$ cat src/rtl/bist_mem_responder_if.sv
// Request/acknowledge bus between the BIST initiator and the memory responder.
// The initiator holds req with a stable command until it sees ack.
interface bist_mem_responder_if #(
    parameter int ADR_SIZE  = 4,
    parameter int DATA_SIZE = 8
);
    logic                 req;
    logic                 we;
    logic [ADR_SIZE-1:0]  addr;
    logic [DATA_SIZE-1:0] wdata;
    logic [DATA_SIZE-1:0] rdata;
    logic                 ack;
    logic                 busy;

    modport master (
        output req, we, addr, wdata,
        input  rdata, ack, busy
    );

    modport slave (
        input  req, we, addr, wdata,
        output rdata, ack, busy
    );
endinterface

$ cat src/rtl/bist_mem_responder.sv
// RAM model answering BIST commands, with fixed write latency, programmable read latency
// and a single-address fault injector (stuck-at-0/1, invert-on-read).
module bist_mem_responder #(
    parameter int ADR_SIZE  = 4,
    parameter int DATA_SIZE = 8,
    parameter int RD_LAT    = 2
) (
    input  logic                  clk,
    input  logic                  rst,
    bist_mem_responder_if.slave   bus,
    input  logic                  fi_en,
    input  logic [1:0]            fi_mode,
    input  logic [ADR_SIZE-1:0]   fi_addr,
    input  logic [DATA_SIZE-1:0]  fi_mask,
    output logic [7:0]            fi_hits
);
    localparam int         DEPTH    = 1 << ADR_SIZE;
    localparam logic [3:0] RD_LAT_C = 4'(RD_LAT);

    typedef enum logic [1:0] {IDLE, WRITE, READ, DONE} state_t;

    state_t               state_q, state_d;
    logic [ADR_SIZE-1:0]  addr_q, addr_d;
    logic [DATA_SIZE-1:0] wdata_q, wdata_d;
    logic [DATA_SIZE-1:0] rdata_q, rdata_d;
    logic                 ack_q, ack_d;
    logic                 busy_q, busy_d;
    logic [3:0]           cnt_q, cnt_d;
    logic [7:0]           hits_q, hits_d;
    logic [DATA_SIZE-1:0] mem_q [DEPTH];
    logic [DATA_SIZE-1:0] mem_d [DEPTH];

    logic                 fault_hit;
    logic                 rd_done;
    logic [DATA_SIZE-1:0] wr_word;
    logic [DATA_SIZE-1:0] rd_word;

    // Fault controls are looked at live, at the edge that completes the access.
    assign fault_hit = fi_en && (fi_mode != 2'b00) && (addr_q == fi_addr);
    assign rd_done   = (cnt_q == RD_LAT_C);

    always_comb begin
        wr_word = wdata_q;
        rd_word = mem_q[addr_q];
        if (fault_hit) begin
            case (fi_mode)
                2'b01: begin
                    wr_word = wdata_q & ~fi_mask;
                    rd_word = mem_q[addr_q] & ~fi_mask;
                end
                2'b10: begin
                    wr_word = wdata_q | fi_mask;
                    rd_word = mem_q[addr_q] | fi_mask;
                end
                2'b11: begin
                    wr_word = wdata_q;
                    rd_word = mem_q[addr_q] ^ fi_mask;
                end
                default: begin
                    wr_word = wdata_q;
                    rd_word = mem_q[addr_q];
                end
            endcase
        end
    end

    always_ff @(posedge clk) begin
        if (rst) begin
            state_q <= IDLE;
            addr_q  <= '0;
            wdata_q <= '0;
            rdata_q <= '0;
            ack_q   <= 1'b0;
            busy_q  <= 1'b0;
            cnt_q   <= '0;
            hits_q  <= '0;
            mem_q   <= '{default: '0};
        end else begin
            state_q <= state_d;
            addr_q  <= addr_d;
            wdata_q <= wdata_d;
            rdata_q <= rdata_d;
            ack_q   <= ack_d;
            busy_q  <= busy_d;
            cnt_q   <= cnt_d;
            hits_q  <= hits_d;
            mem_q   <= mem_d;
        end
    end

    always_comb begin
        state_d = state_q;
        case (state_q)
            IDLE:    if (bus.req) state_d = bus.we ? WRITE : READ;
            WRITE:   state_d = DONE;
            READ:    if (rd_done) state_d = DONE;
            DONE:    if (!bus.req) state_d = IDLE;
            default: state_d = IDLE;
        endcase
    end

    // ack is a pulse: it is only ever raised on the way into DONE and falls on the next edge.
    always_comb begin
        addr_d  = addr_q;
        wdata_d = wdata_q;
        rdata_d = rdata_q;
        ack_d   = 1'b0;
        busy_d  = busy_q;
        cnt_d   = cnt_q;
        hits_d  = hits_q;
        mem_d   = mem_q;
        case (state_q)
            IDLE: begin
                if (bus.req) begin
                    addr_d  = bus.addr;
                    wdata_d = bus.wdata;
                    busy_d  = 1'b1;
                    cnt_d   = 4'd1;
                end
            end
            WRITE: begin
                mem_d[addr_q] = wr_word;
                ack_d         = 1'b1;
                if (fault_hit && hits_q != 8'hFF) hits_d = hits_q + 8'd1;
            end
            READ: begin
                if (rd_done) begin
                    rdata_d = rd_word;
                    ack_d   = 1'b1;
                    if (fault_hit && hits_q != 8'hFF) hits_d = hits_q + 8'd1;
                end else begin
                    cnt_d = cnt_q + 4'd1;
                end
            end
            DONE: begin
                if (!bus.req) busy_d = 1'b0;
            end
            default: begin
                busy_d = 1'b0;
            end
        endcase
    end

    assign bus.rdata = rdata_q;
    assign bus.ack   = ack_q;
    assign bus.busy  = busy_q;
    assign fi_hits   = hits_q;

    ack_is_pulse: assert property (@(posedge clk) disable iff (rst) ack_q |=> !ack_q);
    ack_while_busy: assert property (@(posedge clk) disable iff (rst) ack_q |-> busy_q);

endmodule

$ cat src/flat_wrapper.sv
// flat-port wrapper written by rule: the top's interface ports become plain ports
module bist_mem_responder_flat 
#(
    parameter int ADR_SIZE  = 4,
    parameter int DATA_SIZE = 8,
    parameter int RD_LAT    = 2
)
  (clk, rst, fi_en, fi_mode, fi_addr, fi_mask, fi_hits, bus_req, bus_we, bus_addr, bus_wdata, bus_rdata, bus_ack, bus_busy);
  bist_mem_responder_if #(.ADR_SIZE(ADR_SIZE), .DATA_SIZE(DATA_SIZE)) bus_i ();
  input  logic clk;
  input  logic rst;
  input  logic fi_en;
  input  logic [1:0] fi_mode;
  input  logic [ADR_SIZE-1:0] fi_addr;
  input  logic [DATA_SIZE-1:0] fi_mask;
  output logic [7:0] fi_hits;
  input wire logic [$bits(bus_i.req)-1:0] bus_req;
  input wire logic [$bits(bus_i.we)-1:0] bus_we;
  input wire logic [$bits(bus_i.addr)-1:0] bus_addr;
  input wire logic [$bits(bus_i.wdata)-1:0] bus_wdata;
  output wire logic [$bits(bus_i.rdata)-1:0] bus_rdata;
  output wire logic [$bits(bus_i.ack)-1:0] bus_ack;
  output wire logic [$bits(bus_i.busy)-1:0] bus_busy;
  assign bus_i.req = bus_req;
  assign bus_i.we = bus_we;
  assign bus_i.addr = bus_addr;
  assign bus_i.wdata = bus_wdata;
  assign bus_rdata = bus_i.rdata;
  assign bus_ack = bus_i.ack;
  assign bus_busy = bus_i.busy;
  bist_mem_responder #(.ADR_SIZE(ADR_SIZE), .DATA_SIZE(DATA_SIZE), .RD_LAT(RD_LAT)) u_core (.clk(clk), .rst(rst), .bus(bus_i), .fi_en(fi_en), .fi_mode(fi_mode), .fi_addr(fi_addr), .fi_mask(fi_mask), .fi_hits(fi_hits));
endmodule
$ cat config.mk
export PLATFORM = sky130hd
export DESIGN_NAME = bist_mem_responder_flat
export DESIGN_NICKNAME = d
export VERILOG_FILES = /design/src/rtl/bist_mem_responder_if.sv /design/src/rtl/bist_mem_responder.sv /design/src/flat_wrapper.sv
export SDC_FILE = /design/constraint.sdc
export NUM_CORES = 1
export LEC_CHECK = 0
export ABC_CLOCK_PERIOD_IN_PS = 2770
export CAP_MARGIN = 10
export CORE_MARGIN = 3
export CORE_UTILIZATION = 59
export CTS_CLUSTER_DIAMETER = 80
export DETAILED_ROUTE_END_ITERATION = 10
export GPL_TIMING_DRIVEN = 0
export HOLD_SLACK_MARGIN = 0.02
export PLACE_DENSITY_LB_ADDON = 0.3
export SYNTH_ARGS = -nofsm -noshare
export SYNTH_HDL_FRONTEND = slang
export SYNTH_SLANG_ARGS = --single-unit
$ cat constraint.sdc
create_clock -name clk -period 2.77 [get_ports clk]
set_input_delay 0.554 -clock clk [delete_from_list [all_inputs] [get_ports clk]]
set_output_delay 0.554 -clock clk [all_outputs]
set_load 0.05 [all_outputs]
# == Yosys cells after proc, flatten, opt, wreduce, memory -nomap -nowiden ==
# Index checks and enable logic that the tools add are counted.
# classes
addsub,2
n_lt_le_gt_ge,2
n_eq_ne,13
n_mux,26
bitwise_logic,7
reduce_logical,15
# op_table
op,n
bitwise mux 128 bit,1
two-way mux 8 bit,7
binary-select mux 8 bit (select 4 bit),1
demux 8 bit (select 4 bit),1
case mux 8 bit (2 select lines),2
case mux 8 bit (3 select lines),1
AND 8 bit,2
OR 8 bit,2
AND reduction 3 bit,3
"adder 8 x 1 -> 8 bit, second input constant",1
"== test 2 bit, second input constant",4
two-way mux 2 bit,4
two-way mux 4 bit,2
"!= test 8 bit, second input constant",1
NOT 8 bit,1
case mux 2 bit (4 select lines),1
case mux 4 bit (2 select lines),1
nonzero test 2 bit,4
XOR 8 bit,1
"!= test 2 bit, second input constant",3
AND reduction 2 bit,3
">= comparator 5 bit, second input constant",1
"< comparator 5 x 1 -> 1 bit, second input constant",1
NOT 4 -> 5 bit,1
9 further kinds,16
# totals
register_bits,164
out_inout_bits,18
wordCells,89

# == Longest topological paths before layout ==
# Gate-level depths: netlist of the first run.
# depth
ltp_word,7
depth_mapped,9
depth_no_buf,7

# == Worst setup path before layout of the first run ==
# No wires, ideal clock.
# synth_timing
path_kind,flip-flop to flip-flop
start,register u_core.addr_q[0]
end,"register u_core.rdata_q[6], in the netlist u_core.bus.rdata[6]"
t_arrival_ns,2.344
t_required_ns,2.631
slack_ns,0.287
path_stages_with_launch,9
n_path_buf,2
synth_period_minus_slack_ns,2.483
cell_sequence,dfxtp_1 clkbuf_1 buf_2 mux4_2 a22o_1 nor2_1 ha_1 a222oi_1 o221ai_1
# synth_via
elab_chain_cells,7
word_cells_on_any_way,11
# synth_rtl
element,line,text
from (decl),bist_mem_responder.sv:23,"logic [ADR_SIZE-1:0] addr_q, addr_d;"
from (signal assigned),bist_mem_responder.sv:80,addr_q <= addr_d;
NOT 4 -> 5 bit (implied by the code),n/a,
binary-select mux 8 bit (select 4 bit),n/a,
two-way mux 8 bit (implied by the code) (2 in a row),n/a,
XOR 8 bit (tied with other cells),bist_mem_responder.sv:57,rd_word = mem_q[addr_q] ^ fi_mask;
case mux 8 bit (3 select lines),bist_mem_responder.sv:46,case (fi_mode)
two-way mux 8 bit *,bist_mem_responder.sv:45,if (fault_hit) begin
to (signal assigned),bist_mem_responder.sv:82,rdata_q <= rdata_d;
to (decl),bist_mem_responder.sv:25,"logic [DATA_SIZE-1:0] rdata_q, rdata_d;"
# Mark *: on every way between the ends. The rest lies on a longest branch, timed or not. The select of a mux whose other input is x is not followed.
# A chain may end at the register's enable or synchronous reset.

# == Final worst setup path of the first run ==
# layout_timing
start,input fi_mode[0]
end,register u_core.mem_q[80] in the netlist's numbering
# layout_via
elab_chain_cells,5
word_cells_on_any_way,8
# layout_rtl
element,line,text
from (decl),flat_wrapper.sv:13,input logic [1:0] fi_mode;
"parallel branches: the longest is 3 deep, another holds case mux 8 bit (2 select lines)",n/a,
two-way mux 8 bit *,bist_mem_responder.sv:45,
bitwise mux 128 bit *,bist_mem_responder.sv:122,mem_d[addr_q] = wr_word;
to (signal assigned),bist_mem_responder.sv:87,mem_q <= mem_d;
to (decl),bist_mem_responder.sv:30,logic [DATA_SIZE-1:0] mem_q [DEPTH];
# Mark *: on every way between the ends.

==> results of run 1 <==
per-stage QoR:
| step | util, % | instances |
|---|---|---|
| floorplan | - | 800 |
| global route | 72.4 | 1061 |
| global placement | 66.0 | 1020 |
| detailed placement | 66.0 | 1020 |
| finish | 72.4 | 1061 |
| CTS | 71.6 | 1051 |
per-layer routing:
metal  up-vias  share of wire [%]  wire length, um  GRT usage (%)
li1       3103                  -                -              -
met5         -                  0                0              0
met4         0                2.6              589           11.3
met3        55                 10             2340           8.48
met1      3402                 39             8780           39.7
met2       434                 48            10900           51.8
cells by family after synthesis:
logic type,synth area share [%]
and+or+nand+nor,13.8
AOI/OAI and AO/OA,22.6
DFF,42.8
buffers and inverters,5.76
muxes,9.79
adders and majority gates,4.57
xor gates and xnor gates,0.669
how the worst max path moves through the flow:
stage / cells after the start / startpoint / to / slack (ns)
finish: 8 / fi_mode[0] / u_core.mem_q[80] / 0.06
global route: 8 / fi_mode[0] / u_core.mem_q[80] / -0.02
CTS: 10 / fi_mode[0] / u_core.mem_q[102] / 0.001
detailed placement: 10 / fi_mode[0] / u_core.mem_q[99] / -0.64
global placement: 10 / fi_mode[0] / u_core.mem_q[11] / -0.59
floorplan: 8 / u_core.addr_q[0] / u_core.bus.rdata[6] / 0.29
worst reg2reg max path, cell delays in order (launching register included):
cell                       delay [ns]
sky130_fd_sc_hd__dfxtp_2         0.41
sky130_fd_sc_hd__buf_6           0.23
sky130_fd_sc_hd__mux4_2          0.55
sky130_fd_sc_hd__a22o_1          0.26
sky130_fd_sc_hd__nor2_1          0.25
sky130_fd_sc_hd__ha_1            0.30
sky130_fd_sc_hd__a222oi_1        0.35
sky130_fd_sc_hd__o221ai_1        0.18
synthesized netlist by cell type, drive strengths merged, types with 6 or more instances:
library cell and number:
inv 33, ha 28, a222oi 8, a32oi 8, a2111o 8, clkbuf 39
a21oi 24, o21ai 7, or4 6, o221ai 8, nand3 8, nor2 160
a22o 16, mux4 32, buf 30, nor3 6, a211oi 130, dfxtp 164
nand2 40
power breakdown:
part           switching [uW]  internal [uW]
Combinational             935            592
Sequential                100           2490
Clock                     979           1330
Total                    2010           4420
flip-flops by register name (all words and copies together), names as in the netlist:
| name | cells |
|---|---|
| u_core.addr_q | 4 |
| u_core.mem_q | 128 |
| u_core.bus.busy | 1 |
| u_core.fi_hits | 8 |
| u_core.cnt_q | 4 |
| u_core.state_q | 2 |
| u_core.wdata_q | 8 |
| u_core.bus.rdata | 8 |
| u_core.bus.ack | 1 |
repair_timing:
| item | 4_1_cts | 5_1_grt |
|---|---|---|
| buffers inserted | 2 | 10 |
| endpoints found under the setup margin | 88 | 77 |
| pin swaps | 1 | 5 |
| resized for setup | 20 | 18 |
final cells by class:
| class | count | area (sq um) |
|---|---|---|
| sequential | 164 | 3280 |
| fill | 876 | 3490 |
| tap | 172 | 215 |
| buffer | 67 | 367 |
| multi-input combinational | 534 | 4040 |
| clock buffer | 21 | 480 |
| timing repair buffer | 60 | 571 |
| inverter | 33 | 124 |
| clock inverter | 10 | 95.1 |
==> parameters.txt, run 1 <==
Parameter                              Value

Yosys
  Synth top area share    42.8%
  Net count of the mapped netlist    859
  Area contributors post-synth    sky130_fd_sc_hd__dfxtp_1 (43%), sky130_fd_sc_hd__a211oi_1 (13%), sky130_fd_sc_hd__mux4_2 (9.4%)
  Yosys warnings    0
  Yosys top cell by area    sky130_fd_sc_hd__dfxtp_1
  Register bit count reported by yosys    164
  Most frequently used flop master after synthesis    sky130_fd_sc_hd__dfxtp_1
  Share of async-settable or async-resettable flops after synthesis    0%
  Post-synthesis sequential area ratio    42.8%
  Count of cell types in the netlist    48
  Number of flops mapped to enable cells by yosys    0
  Synthesized instance count    800
  Total standard cell area after synthesis    7670 sq um
  Post-synthesis average cell area    9.59 sq um

Timing
  Actual slew at the worst max-slew pin    0.978 ns
  Clock period minus final worst setup slack    2.71 ns
  Total count of hold-check failures in the final report    0
  Achievable frequency    369 MHz
  Final Worst Setup Slack    0.0568 ns
  Min Hold Slack    0.475 ns
  Setup-violating endpoint count in the final report    0
  Setup TNS    0 ns
  Final count of pins violating max slew    0
  Rel. slew slack    34.3%
  Skew final    0.00898 ns
  Final worst-path cycle share    97.9%

Clock tree
  H-tree depth    4
  Number of sinks handled by clock tree synthesis    164
  Root Buffer    sky130_fd_sc_hd__clkbuf_16
  Number of buffers on the longest clock path    2
  Cts bufs inserted    17
  Clock-pin transition on the worst setup and hold timing paths    0.07 ns
  Clock latency on the worst-skew pair    0.43 ns
  CTS tree    yes
  Hold-fix buffers at CTS    0

Placed design
  Dpl hpwl    15.6 mm
  Area post-placement    8370 sq um
  Port Buffer Count    48
  GPL Wtd Cong    0.902
  Setup slack at placement    -0.642 ns

Detailed routing
  DRT iter0 DRCs    863
  Total number of vias    6994
  Detailed-route vias per instance    6.59
  Pre-Repair DR Iteration Count    7
  Residual DRC count    0
  Remaining number of nets flagged by the antenna check after routing    0
  Routed length per instance    21.3 um
  Sum of routed wire length over all layers    22.6 mm

GRT
  Number of global-route vias before repair    6742
  GR Util All Layers    31.4%
  Total congestion overflow    0
  Pin count of the biggest net entering global routing    17
  Global-route wire length before repair    35.3 mm
  Number of antenna violations at the first check in global routing    0

Worst setup path
  Type of the worst setup path    in -> reg
  R2r startpoint    u_core.addr_q[0]
  Crit-path cells    clkdlybuf4s50_1 > inv_1 > ha_1 > buf_2 > and2_1 > a32oi_4 > buf_6 > a211oi_1
  Worst-case register-to-register setup slack    0.11 ns
  Kind of start point of the critical path    input port
  Critical path's largest stage delay    0.69 ns
  Required arrival time at the worst endpoint    3.09 ns
  Crit path buffers/inverters    4
  Capturing element type of the critical path    register
  Arrival time of data at the critical path endpoint    3.03 ns
  Crit-path max FO    10
  Critical-path cell with the highest stage delay    sky130_fd_sc_hd__and2_1
  Destination of the worst register-to-register timing path    u_core.bus.rdata[6]
  Largest delay share family, worst path    buffers and inverters
  Depth of the worst register-to-register path    7

Outcome
  Result of the run    finished clean

Power
  VDD IR max    0.409 mV
  Total leakage power    0.00309 uW
  Power per cell area    701 nW/um^2
  Total power draw    6430 uW

Layout
  Fraction of final layout cells with drive strength greater than 1    13.5%
  Post-layout instance area    9180 sq um
  Synthesis-to-finish area growth    19.7%
  Most frequent standard cell in the layout excluding fill and tap cells    sky130_fd_sc_hd__dfxtp_1
  Most frequent cells in the layout    sky130_fd_sc_hd__dfxtp_1 (163), sky130_fd_sc_hd__nor2_1 (158), sky130_fd_sc_hd__a211oi_1 (130), sky130_fd_sc_hd__clkdlybuf4s50_1 (48), sky130_fd_sc_hd__nand2_1 (40)
  # nets final    936
  N_diodes    0

Hold path
  Instance count along the most critical hold path    2
  Worst min-delay path startpoint    u_core.bus.rdata[3]
  Hold Path Class    reg -> reg
  Hold path endpoint    u_core.bus.rdata[3]

Die
  Area of the core    12700 sq um
  Number of core rows    41
  Full die area    14400 sq um
  Chip width    120 um
  Starting Density    60.5%
  Vert. Die Dim    120 um
  Count of boundary I/O pins    49

Run
  Max Cap Viol    0
Power figures use the tool's default switching activity.
==> run 2: changes to the inputs <==
--- a/config.mk
+++ b/config.mk
@@ -11,9 +11,9 @@
 export CORE_UTILIZATION = 59
 export CTS_CLUSTER_DIAMETER = 80
 export DETAILED_ROUTE_END_ITERATION = 10
-export GPL_TIMING_DRIVEN = 0
 export HOLD_SLACK_MARGIN = 0.02
 export PLACE_DENSITY_LB_ADDON = 0.3
+export SLEW_MARGIN = 20
 export SYNTH_ARGS = -nofsm -noshare
 export SYNTH_HDL_FRONTEND = slang
 export SYNTH_SLANG_ARGS = --single-unit
==> parameters.txt, run 2 (synthesis results as in run 1) <==
Parameter                              Value

Clock tree
  CTS tree    yes
  H-tree depth    4 (unchanged)
  Post-CTS Setup Bufs    0 (-2)
  Cts bufs inserted    17 (unchanged)
  Clock-pin transition on the worst setup and hold timing paths    0.06 ns (about the same)
  Root Buffer    sky130_fd_sc_hd__clkbuf_16
  Clock latency on the worst-skew pair    0.43 ns (about the same)
  Number of sinks handled by clock tree synthesis    164 (unchanged)
  Number of buffers on the longest clock path    2 (unchanged)

Layout
  Most frequent cells in the layout    sky130_fd_sc_hd__dfxtp_1 (162), sky130_fd_sc_hd__nor2_1 (159), sky130_fd_sc_hd__a211oi_1 (130), sky130_fd_sc_hd__clkdlybuf4s50_1 (47), sky130_fd_sc_hd__nand2_1 (40)
  Synthesis-to-finish area growth    18.3%
  Post-layout instance area    9070 sq um (-1.1%)
  # nets final    898 (-4.1%)
  Fraction of final layout cells with drive strength greater than 1    14.2% (+0.72 points)
  Most frequent standard cell in the layout excluding fill and tap cells    sky130_fd_sc_hd__dfxtp_1
  N_diodes    0 (unchanged)
  Flip-flop count of the largest register after layout    128 (unchanged)
  Register name with the most flops    u_core.mem_q

Timing
  Clock period minus final worst setup slack    2.68 ns (-0.0358 ns)
  RSZ-0062 raised after global routing    no
  Total count of hold-check failures in the final report    0 (unchanged)
  Final worst-path cycle share    96.7% (-1.3 points)
  Setup TNS    0 ns (unchanged)
  Rel. slew slack    58.5% (+24 points)
  Final count of pins violating max slew    0 (unchanged)
  Setup-violating endpoint count in the final report    0 (unchanged)
  Actual slew at the worst max-slew pin    0.621 ns (-0.357 ns)
  Skew final    0.0119 ns (+0.00288 ns)
  Achievable frequency    374 MHz (+1.3%)

Worst setup path
  Destination of the worst register-to-register timing path    u_core.bus.rdata[2]
  Crit-path max FO    10 (unchanged)
  Arrival time of data at the critical path endpoint    2.95 ns (-0.08 ns)
  Critical path's largest stage delay    0.52 ns (-0.17 ns)
  R2r startpoint    u_core.addr_q[0]
  Crit-path cells    buf_12 > mux4_2 > a22o_1 > nor2_1 > ha_1 > a222oi_1 > o221ai_1
  Capturing element type of the critical path    register
  Critical-path cell with the highest stage delay    sky130_fd_sc_hd__mux4_2
  Depth of the worst register-to-register path    7 (unchanged)
  Worst-case register-to-register setup slack    0.09 ns (-0.02 ns)
  Type of the worst setup path    reg -> reg
  Kind of start point of the critical path    register
  Required arrival time at the worst endpoint    3.05 ns (-0.04 ns)

Detailed routing
  Pre-Repair DR Iteration Count    5 (-2)
  Sum of routed wire length over all layers    19.4 mm (-14%)
  DRT iter0 DRCs    658 (-24%)
  Total number of vias    6334 (-9.4%)
  Residual DRC count    0 (unchanged)
  Remaining number of nets flagged by the antenna check after routing    0 (unchanged)
  Routed length per instance    18.9 um (-11%)
  Detailed-route vias per instance    6.19 (-6.1%)

Die
  Starting Density    60.5% (unchanged)
  Full die area    14400 sq um (unchanged)
  Vert. Die Dim    120 um (unchanged)
  Number of core rows    41 (unchanged)
  Count of boundary I/O pins    49 (unchanged)
  Area of the core    12700 sq um (unchanged)
  Chip width    120 um (unchanged)

Placed design
  Area post-placement    8500 sq um (+1.6%)
  Port Buffer Count    48 (unchanged)
  GPL Wtd Cong    0.858 (-4.9%)
  Dpl hpwl    12.8 mm (-18%)

GRT
  Number of global-route vias before repair    6134 (-9.0%)
  Number of antenna violations at the first check in global routing    0 (unchanged)
  Total congestion overflow    0 (unchanged)
  Global-route wire length before repair    31.6 mm (-11%)
  GR Util All Layers    27.7% (-3.7 points)
  Pin count of the biggest net entering global routing    134 (+117)

Power
  Power per cell area    690 nW/um^2 (-1.5%)
  VDD IR max    0.461 mV (+13%)
  Total leakage power    0.00311 uW (+0.49%)

Hold path
  Hold Path Class    reg -> reg
  Worst min-delay path startpoint    u_core.bus.rdata[5]
  Instance count along the most critical hold path    2 (unchanged)
  Hold path endpoint    u_core.bus.rdata[5]

Run
  Max Cap Viol    0 (unchanged)

Outcome
  Result of the run    finished clean
## run 2: repair_timing
item | 4_1_cts | 5_1_grt
endpoints found under the hold margin | 0 | 0
hold buffers | 0 | 0
setup endpoints to repair | 0 | 5
resized for setup | 0 | 1
## run 2: layer usage
metal	up-vias	part of all wire, %	GRT usage, %
met5	-	0	0
met2	231	50	45.8
li1	3020	-	-
met3	36	5.3	5.75
met4	0	2.6	9.95
met1	3047	42	36.0
## run 2: critical path: cells and delay by family (launching register included)
| kind | cells | cell delay (ns) |
|---|---|---|
| buffers and inverters | 1 | 0.17 |
| multiplexers | 1 | 0.52 |
| adder cells (fa/ha/maj) | 1 | 0.31 |
| AND/OR/NAND/NOR | 1 | 0.29 |
| flip-flops | 1 | 0.43 |
| AO/OA/AOI/OAI | 3 | 0.79 |
## run 2: power breakdown
part / switching [uW] / internal [uW] / total, uW
sequential: 111 / 2490 / 2600
combinational: 858 / 604 / 1460
clock: 992 / 1210 / 2200
total: 1960 / 4300 / 6260
## run 2: worst max path at each step
| stage | start | end | slack, ns | cells after the start |
|---|---|---|---|---|
| finish | u_core.addr_q[0] | u_core.bus.rdata[2] | 0.09 | 7 |
| global route | u_core.addr_q[0] | u_core.bus.rdata[7] | 0.01 | 7 |
| CTS | u_core.addr_q[0] | u_core.bus.rdata[2] | 0.07 | 7 |
| detailed placement | fi_mode[1] | u_core.fi_hits[3] | -0.05 | 7 |
| global placement | fi_mode[1] | u_core.fi_hits[7] | 0.03 | 7 |
| floorplan | u_core.addr_q[0] | u_core.bus.rdata[6] | 0.29 | 8 |
## run 2: area by class of cell
| class | count | area [sq um] |
|---|---|---|
| multi-input cells | 534 | 3950 |
| flip-flops and latches | 164 | 3290 |
| repair buffers | 89 | 953 |
| well taps | 172 | 215 |
| clock buffers | 19 | 453 |
| clock inverters | 12 | 96.3 |
| inverters | 33 | 124 |
| fillers | 923 | 3600 |
## run 2: through the flow
stage / total power, uW / hold slack (ns) / setup slack, ns / utilization, % / instances
finish: 6260 / 0.476 / 0.0927 / 71.6 / 1023
global route: 6530 / 0.498 / 0.0135 / 71.6 / 1023
CTS: 6240 / 0.472 / 0.0680 / 71.4 / 1022
detailed placement: 4070 / 0.458 / -0.0461 / 67.1 / 991
global placement: 3990 / 0.445 / 0.0343 / 67.1 / 991
floorplan: 3590 / 0.447 / 0.287 / - / 800
